## config.mk

```make
export PLATFORM = sky130hd
export DESIGN_NAME = bp_ghr_ctrl
export DESIGN_NICKNAME = d
export VERILOG_FILES = /design/src/rtl/bp_ghr_ctrl.sv
export SDC_FILE = /design/constraint.sdc
export NUM_CORES = 1
export LEC_CHECK = 0
export BUFFER_PORTS_ARGS = -buffer_cell sky130_fd_sc_hd__buf_4
export CAP_MARGIN = 20
export CORE_UTILIZATION = 55
export CTS_BUF_LIST = sky130_fd_sc_hd__clkbuf_8
export DETAILED_ROUTE_END_ITERATION = 10
export GPL_TIMING_DRIVEN = 0
export HOLD_SLACK_MARGIN = 0.02
export PLACE_DENSITY = 0.82
export SYNTH_ARGS = -nofsm -noshare
export SYNTH_HDL_FRONTEND = slang
export SYNTH_SLANG_ARGS = --single-unit
```

## constraint.sdc

```tcl
create_clock -name clk -period 2.9 [get_ports clk]
set_clock_uncertainty 0.1 [all_clocks]
set_input_delay 0.29 -clock clk [delete_from_list [all_inputs] [get_ports clk]]
set_output_delay 0.29 -clock clk [all_outputs]
set_load 0.1 [all_outputs]
```

## src/rtl/bp_ghr_ctrl.sv

```systemverilog
// bp_ghr_ctrl: branch-history / index controller for a 2-bit PHT.
// Front end forms the lookup index and speculatively updates history.
// Back end keeps in-flight branches in order and drives table updates.
// The queue never accepts a branch while full, even if one pops that cycle.
// Build option: define BP_GSHARE_EN for gshare indexing (PC XOR history);
// without it the block is bimodal (PC-only index, no history storage).
module bp_ghr_ctrl #(
   parameter int GHR_W = 10,
   parameter int DEPTH = 4
) (
   input  logic        clk,
   input  logic        rst_n,
   input  logic [31:0] if_pc,
   input  logic        op_bxx,
   input  logic        pht_prehit,
   input  logic        ex_resolve,
   input  logic        ex_taken,
   input  logic        flush,
   output logic [9:0]  pht_index,
   output logic [9:0]  fix_index,
   output logic        presuccess,
   output logic        prefail,
   output logic        mispredict,
   output logic        bq_full
);

   localparam int PTR_W = (DEPTH > 1) ? $clog2(DEPTH) : 1;
   localparam int CNT_W = PTR_W + 1;

   // In-flight branch queue storage (index and prediction per entry)
   logic [9:0]       q_idx [DEPTH];
   logic [DEPTH-1:0] q_pred;

   logic [PTR_W-1:0] wr_ptr;
   logic [PTR_W-1:0] rd_ptr;
   logic [CNT_W-1:0] count;

   logic [9:0] head_idx;
   logic       head_pred;
   logic       pop;
   logic       push;
   logic       mispredict_now;

   // Only PC bits [11:2] feed the index
   logic unused_pc;
   assign unused_pc = ^{if_pc[31:12], if_pc[1:0]};

   assign head_idx  = q_idx[rd_ptr];
   assign head_pred = q_pred[rd_ptr];
   assign bq_full   = (count == CNT_W'(DEPTH));

   // Flush beats everything; a mispredict kills any same-cycle push
   assign pop            = ex_resolve & (count != '0) & ~flush;
   assign mispredict_now = pop & (ex_taken != head_pred);
   assign push           = op_bxx & ~bq_full & ~flush & ~mispredict_now;

`ifdef BP_GSHARE_EN
   typedef logic [GHR_W-1:0] ghr_t;

   ghr_t spec_ghr;
   ghr_t arch_ghr;
   ghr_t q_snap [DEPTH];
   ghr_t head_snap;

   assign head_snap = q_snap[rd_ptr];
   assign pht_index = if_pc[11:2] ^ 10'(spec_ghr);

   // History registers: committed on pop, speculative on push, restored on flush/mispredict
   always_ff @(posedge clk or negedge rst_n) begin
      if (!rst_n) begin
         spec_ghr <= '0;
         arch_ghr <= '0;
      end else begin
         if (pop)
            arch_ghr <= ghr_t'({arch_ghr, ex_taken});
         if (flush)
            spec_ghr <= arch_ghr;
         else if (mispredict_now)
            spec_ghr <= ghr_t'({head_snap, ex_taken});
         else if (push)
            spec_ghr <= ghr_t'({spec_ghr, pht_prehit});
      end
   end

   // History snapshot storage written alongside each pushed entry
   always_ff @(posedge clk) begin
      if (push)
         q_snap[wr_ptr] <= spec_ghr;
   end
`else
   assign pht_index = if_pc[11:2];
`endif

   // Entry payload storage; contents are don't-care while not counted
   always_ff @(posedge clk) begin
      if (push) begin
         q_idx[wr_ptr]  <= pht_index;
         q_pred[wr_ptr] <= pht_prehit;
      end
   end

   // Queue pointers and occupancy; pointers wrap naturally (power-of-two depth)
   always_ff @(posedge clk or negedge rst_n) begin
      if (!rst_n) begin
         wr_ptr <= '0;
         rd_ptr <= '0;
         count  <= '0;
      end else if (flush | mispredict_now) begin
         wr_ptr <= '0;
         rd_ptr <= '0;
         count  <= '0;
      end else begin
         if (push)
            wr_ptr <= wr_ptr + 1'b1;
         if (pop)
            rd_ptr <= rd_ptr + 1'b1;
         if (push & ~pop)
            count <= count + 1'b1;
         else if (pop & ~push)
            count <= count - 1'b1;
      end
   end

   // Registered PHT update strobes and mispredict pulse
   always_ff @(posedge clk or negedge rst_n) begin
      if (!rst_n) begin
         fix_index  <= '0;
         presuccess <= 1'b0;
         prefail    <= 1'b0;
         mispredict <= 1'b0;
      end else begin
         presuccess <= pop & ex_taken;
         prefail    <= pop & ~ex_taken;
         mispredict <= mispredict_now;
         if (pop)
            fix_index <= head_idx;
      end
   end

endmodule

```

### Word-level counts from Yosys, hierarchy flattened

Memory sizes are Yosys's and may differ from the RTL's. A register that Yosys moved wholly into a read port is not among the register bits.
Index checks and enable logic that the tools add are counted.

| cells by class | value |
|---|---|
| add/sub/neg operators | 4 |
| order comparisons | 3 |
| equality and inequality tests | 2 |
| muxes and demuxes | 14 |
| bitwise gates (word level) | 17 |
| reductions and logical operators | 6 |

Operator list:

| cell | number |
|---|---|
| bitwise AND 1 bit | 10 |
| two-way mux 3 bit | 3 |
| two-way mux 2 bit | 4 |
| < comparator 2 x 3 -> 1 bit (second input constant) | 2 |
| inverter 1 bit | 6 |
| nonzero test 3 bit | 2 |
| adder 2 x 1 -> 2 bit (second input constant) | 2 |
| bitwise mux 4 bit | 1 |
| two-way mux 1 bit | 4 |
| nonzero test 2 bit | 2 |
| adder 3 x 1 -> 3 bit (second input constant) | 1 |
| == test 3 bit (second input constant) | 1 |
| subtractor 3 x 1 -> 3 bit (second input constant) | 1 |
| binary-select mux 1 bit (select 2 bit) | 1 |
| demux 1 bit (select 2 bit) | 1 |
| >= comparator 2 x 1 -> 1 bit (second input constant) | 1 |
| logical AND 1 bit | 1 |
| logical NOT 1 bit | 1 |
| inequality test 1 bit | 1 |
| bitwise OR 1 bit | 1 |

| word-level totals | value |
|---|---|
| flip-flop bits (word level) | 14 |
| RAM bits | 40 |
| output and inout bits | 24 |
| logic and storage cells | 54 |
| memories kept | 1 |

Memories:

| name | depth | bits a word | read ports | clocked after memory_dff | write ports | line | text |
|---|---|---|---|---|---|---|---|
| q_idx | 4 | 10 | 1 | 1 | 1 | 31 | `logic [9:0] q_idx [DEPTH];` |

### Depth between registers and ports, before layout

| logic depth | value |
|---|---|
| word-level depth | 11 |
| mapped depth | 7 |
| depth with buffers taken out | 7 |

### Worst setup path after synthesis

No wires, ideal clock.

| timing path | value |
|---|---|
| path kind | register to register |
| from | register rd_ptr[1] |
| to | memory q_idx[2][0] (enable) |
| data arrival time | 2.017 ns |
| data required time | 2.404 ns |
| slack | 0.388 ns |
| stages on the path, launching flop included | 6 |
| buffers on the path | 1 |
| clock period less this slack | 2.512 ns |
| path through | dfrtp_1 > buf_4 > mux2i_1 > mux2i_1 > nor4_4 > nor3b_1 |

| on the way | value |
|---|---|
| longest elaborated chain between the ends | 8 |

RTL lines:

| item | line | text |
|---|---|---|
| start, declared | 35 | `logic [PTR_W-1:0] rd_ptr;` |
| start signal, assigned | 116 | `rd_ptr <= rd_ptr + 1'b1;` |
| binary-select mux 1 bit (select 2 bit) | 49 | `assign head_pred = q_pred[rd_ptr];` |
| two-way mux 1 bit (not written as such) | 49 |  |
| inequality test 1 bit | 54 | `assign mispredict_now = pop & (ex_taken != head_pred);` |
| bitwise AND 1 bit | 54 |  |
| net mispredict_now | 42 | `logic mispredict_now;` |
| inverter 1 bit | 55 | `assign push = op_bxx & ~bq_full & ~flush & ~mispredict_now;` |
| bitwise AND 1 bit | 55 |  |
| two-way mux 1 bit | 96 | `if (push) begin` |
| two-way mux 1 bit (not written as such) | 97 | `q_idx[wr_ptr] <= pht_index;` |
| end, declared | 31 |  |

The timed path passes the listed nets, and every way through them passes these cells. The select of a mux whose other input is x is not followed.

### Final worst setup path

| timing path | value |
|---|---|
| from | register count[1] |
| to | register count[1] |

| on the way | value |
|---|---|
| longest elaborated chain between the ends | 9 |

RTL lines:

| item | line | text |
|---|---|---|
| start, declared | 36 | `logic [CNT_W-1:0] count;` |
| start signal, assigned | 118 | `count <= count + 1'b1;` |
| start signal, assigned | 120 | `count <= count - 1'b1;` |
| nonzero test 3 bit | 53 | `assign pop = ex_resolve & (count != '0) & ~flush;` |
| bitwise AND 1 bit (2 in series) | 53 |  |
| bitwise AND 1 bit | 54 |  |
| inverter 1 bit | 55 |  |
| bitwise AND 1 bit | 55 |  |
| bitwise AND 1 bit / inverter 1 bit (equally long branches) | 117, 119 |  |
| two-way mux 3 bit / bitwise AND 1 bit (equally long branches) | 117, 119 |  |
| two-way mux 3 bit / nonzero test 3 bit (equally long branches) | - |  |

Several ways; a longest one is shown, not always the timed one. The select of a mux whose other input is x is not followed.
A chain may end at the register's enable or synchronous reset.

==> flow_summary_export.csv <==
group,metric,value,unit
status,status,"complete, no violations",
clock_tree,root_buffer,"clkbuf_8",
worst_hold_path,min_to,"q_pred[3]",
final_layout,final_common_cell,"buf_4",
power_and_ir_drop,seqPwrFrac,36.5,%
setup_path,rr_endpoint,"count[1]",
worst_hold_path,hold_depth,1,
final_layout,area_growth_syn_to_layout,24.12,%
sta,worst_pin_slew,678.9,ps
clock_tree,clk_latency,340,ps
setup_path,start_kind,"flop",
logic_synthesis,syn_nets,203,
global_route,antenna_found_initial,0,
sta,finalCritPeriodShare,87.99,%
final_layout,drive_above_1_share,46.82,%
power_and_ir_drop,p_int,1.957,mW
floorplan,fp.dieW,72.44,microns
logic_synthesis,yosysSeqAreaShare,66.76,%
final_layout,fillers,332,
sta,hold-worst-slack,57.41,ps
routing,wire_per_inst,18.71,microns
placed_design,placed_cell_area,3178,sq um
routing,viasPerCell,5.498,
sta,slew_headroom,54.40,%
worst_hold_path,min_path_type,"in -> reg",
placed_design,portBuffers,40,
setup_path,crit_path_start,"count[1]",
global_route,overflow,0,
placed_design,dp_cells,270,
clock_tree,cts_made_buffers,9,
setup_path,crit_arrival,2690,ps
logic_synthesis,syn_area,2729,sq um
setup_path,end_kind,"flop",
setup_path,crit-reg2reg-launch,"count[1]",
logic_synthesis,synth_area_per_cell,17.16,sq um
setup_path,critical_path_peak_fanout,9,
global_route,grt_use_total,23.42,%
setup_path,regToRegSetupSlack,350,ps
global_route,grt_max_degree,21,
power_and_ir_drop,finalPower,3.343,mW
routing,vias,1578,
final_layout,mostFrequentLayoutCells,"buf_4 (51), edfxtp_1 (44), dfrtp_1 (20)",
final_layout,utilization,71.24,%
placed_design,routabilityCongestion,0.8196,
floorplan,core,4755,sq um
routing,wirelength,5369,microns
run,drv_cap,0,
setup_path,path_cells,"or3b_4 > nand2_2 > nor2_1 > fa_1 > or3_1 > a31oi_1",
sta,max_freq,391.9,MHz
sta,fin_ws,348.3,ps
clock_tree,htreeDepth,3,
power_and_ir_drop,p_sw_share,41.45,%
logic_synthesis,synth-seq-cells,64,
setup_path,cp.required,3040,ps
logic_synthesis,synth_cells,159,
final_layout,diodes,0,
floorplan,rows,25,
power_and_ir_drop,leakagePower,1.325,nW
clock_tree,post_cts_resized,0,
logic_synthesis,ys_types,37,
sta,rsz0062_at_grt,"false",
power_and_ir_drop,irDropWorstVdd,0.0006462,V
placed_design,hpwlAfterDp,3762,microns
floorplan,die-height,72.44,microns
setup_path,reg2reg_depth,6,
placed_design,pre_cts_ws,374.5,ps
sta,setup-tns-final,0,ps
floorplan,num_io_pins,63,
clock_tree,cts_setup_buffers,0,
logic_synthesis,synth-main-ff-cell,"edfxtp_1",
power_and_ir_drop,pwr_density_cell,987.0,nW/um^2
power_and_ir_drop,clockPowerShare,22.3,%
global_route,grt_pass1_wl,8493,microns
power_and_ir_drop,combPwrFrac,41.2,%
logic_synthesis,yosys_warnings,0,
floorplan,floorplan.die_area,5248,sq um
sta,drv_slew,0,
routing,drtIter0Drc,75,
setup_path,worst-path-buf-inv,0,
clock_tree,cts_tree,"done",
sta,fin_crit,2552,ps
final_layout,nets,259,
worst_hold_path,min_from,"pht_prehit",
routing,drc,0,
final_layout,fin_cells,287,
final_layout,final_cell_area,3387,sq um
setup_path,critPathMaxStageDelay,480,ps
logic_synthesis,async_reset_ff_share,31.25,%
clock_tree,clk_pin_slew,60,ps
logic_synthesis,synth_edf_count,44,
setup_path,worst_path_max_delay_cell,"fa_1",
power_and_ir_drop,power.switching,1.386,mW
clock_tree,cts_sinks,64,
sta,setup_viol,0,
routing,first_pass_iters,5,
clock_tree,cts_max_path_buffers,2,
setup_path,cp_top_family,"simple AND/OR/NAND/NOR gates",
floorplan,start_util,57.39,%
sta,finalHoldViolCount,0,
setup_path,path_class,"reg -> reg",
routing,drtAntennaViolNets,0,
global_route,grt_pass1_vias,1712,
==> synth_stat cells (2+ instances only) <==
| master | instances | share of area, % |
|---|---|---|
| nand2_1 | 4 | 0.55 |
| nand2b_1 | 2 | 0.46 |
| a21oi_1 | 2 | 0.37 |
| inv_1 | 5 | 0.69 |
| buf_4 | 11 | 3.0 |
| nor2b_1 | 2 | 0.46 |
| buf_2 | 3 | 0.55 |
| mux4_2 | 10 | 8.3 |
| ha_1 | 4 | 1.8 |
| mux2i_1 | 4 | 1.5 |
| mux2_2 | 10 | 4.1 |
| nor2_1 | 3 | 0.41 |
| dfrtp_1 | 20 | 18 |
| edfxtp_1 | 44 | 48 |
| xnor2_1 | 4 | 1.3 |
| nor3b_1 | 4 | 1.1 |
| clkbuf_1 | 2 | 0.28 |
| o21ai_0 | 2 | 0.37 |
| nor3_1 | 5 | 0.92 |
==> power groups by stage <==
stage	registers (mW)	clock network, mW	logic (mW)
6_report	1.22	0.745	1.38
5_1_grt	1.24	0.797	1.44
4_1_cts	1.22	0.758	1.38
3_5_place_dp	1.23	0	1.38
3_3_place_gp	1.22	0	1.31
2_1_floorplan	1.78	0	0.514
==> worst max-delay path by stage <==
stage,end,cells after the start
2_1_floorplan,q_idx[2][0],5
3_3_place_gp,q_idx[3][8],5
3_5_place_dp,count[1],6
4_1_cts,count[1],6
5_1_grt,count[1],6
6_report,count[1],6
==> per-layer routing <==
layer  share of wire, %  track usage (%)  vias to the layer above
li1                   -                -                      703
met3                4.7            9.028                       17
met4                2.6            9.368                        0
met5                  0                0                        -
met1                 36            25.34                      793
met2                 56            41.23                       65
==> area by class of cell <==
class / count / area [sq um] / area share [%]
clock inverters: 5 / 47.55 / 1.404
well taps: 67 / 83.83 / 2.475
repair buffers: 45 / 355.3 / 10.49
multi-input cells: 74 / 803.3 / 23.72
clock buffers: 11 / 151.4 / 4.470
inverters: 5 / 18.77 / 0.5541
plain buffers: 16 / 105.1 / 3.103
flip-flops and latches: 64 / 1822 / 53.79
==> sequential cells by signal, indices dropped and copies added (netlist names), 2 cells and up <==
name       flops
fix_index     10
q_idx         40
q_pred         4
wr_ptr         2
rd_ptr         2
count          3
==> kinds of logic after synthesis <==
| group | after synthesis | synth area share (%) |
|---|---|---|
| DFF | 64 | 66.76 |
| muxes | 25 | 14.40 |
| AOI/OAI and AO/OA | 10 | 2.935 |
| xor gates and xnor gates | 4 | 1.284 |
| and+or+nand+nor | 30 | 7.519 |
| adders and majority gates | 5 | 2.568 |
| buffers and inverters | 21 | 4.539 |
==> what timing repair did <==
action,in CTS,in global routing
hold buffers,1,0
endpoints found under the hold margin,20,0
endpoints found under the setup margin,0,0
(Power assumes the default switching activity.)
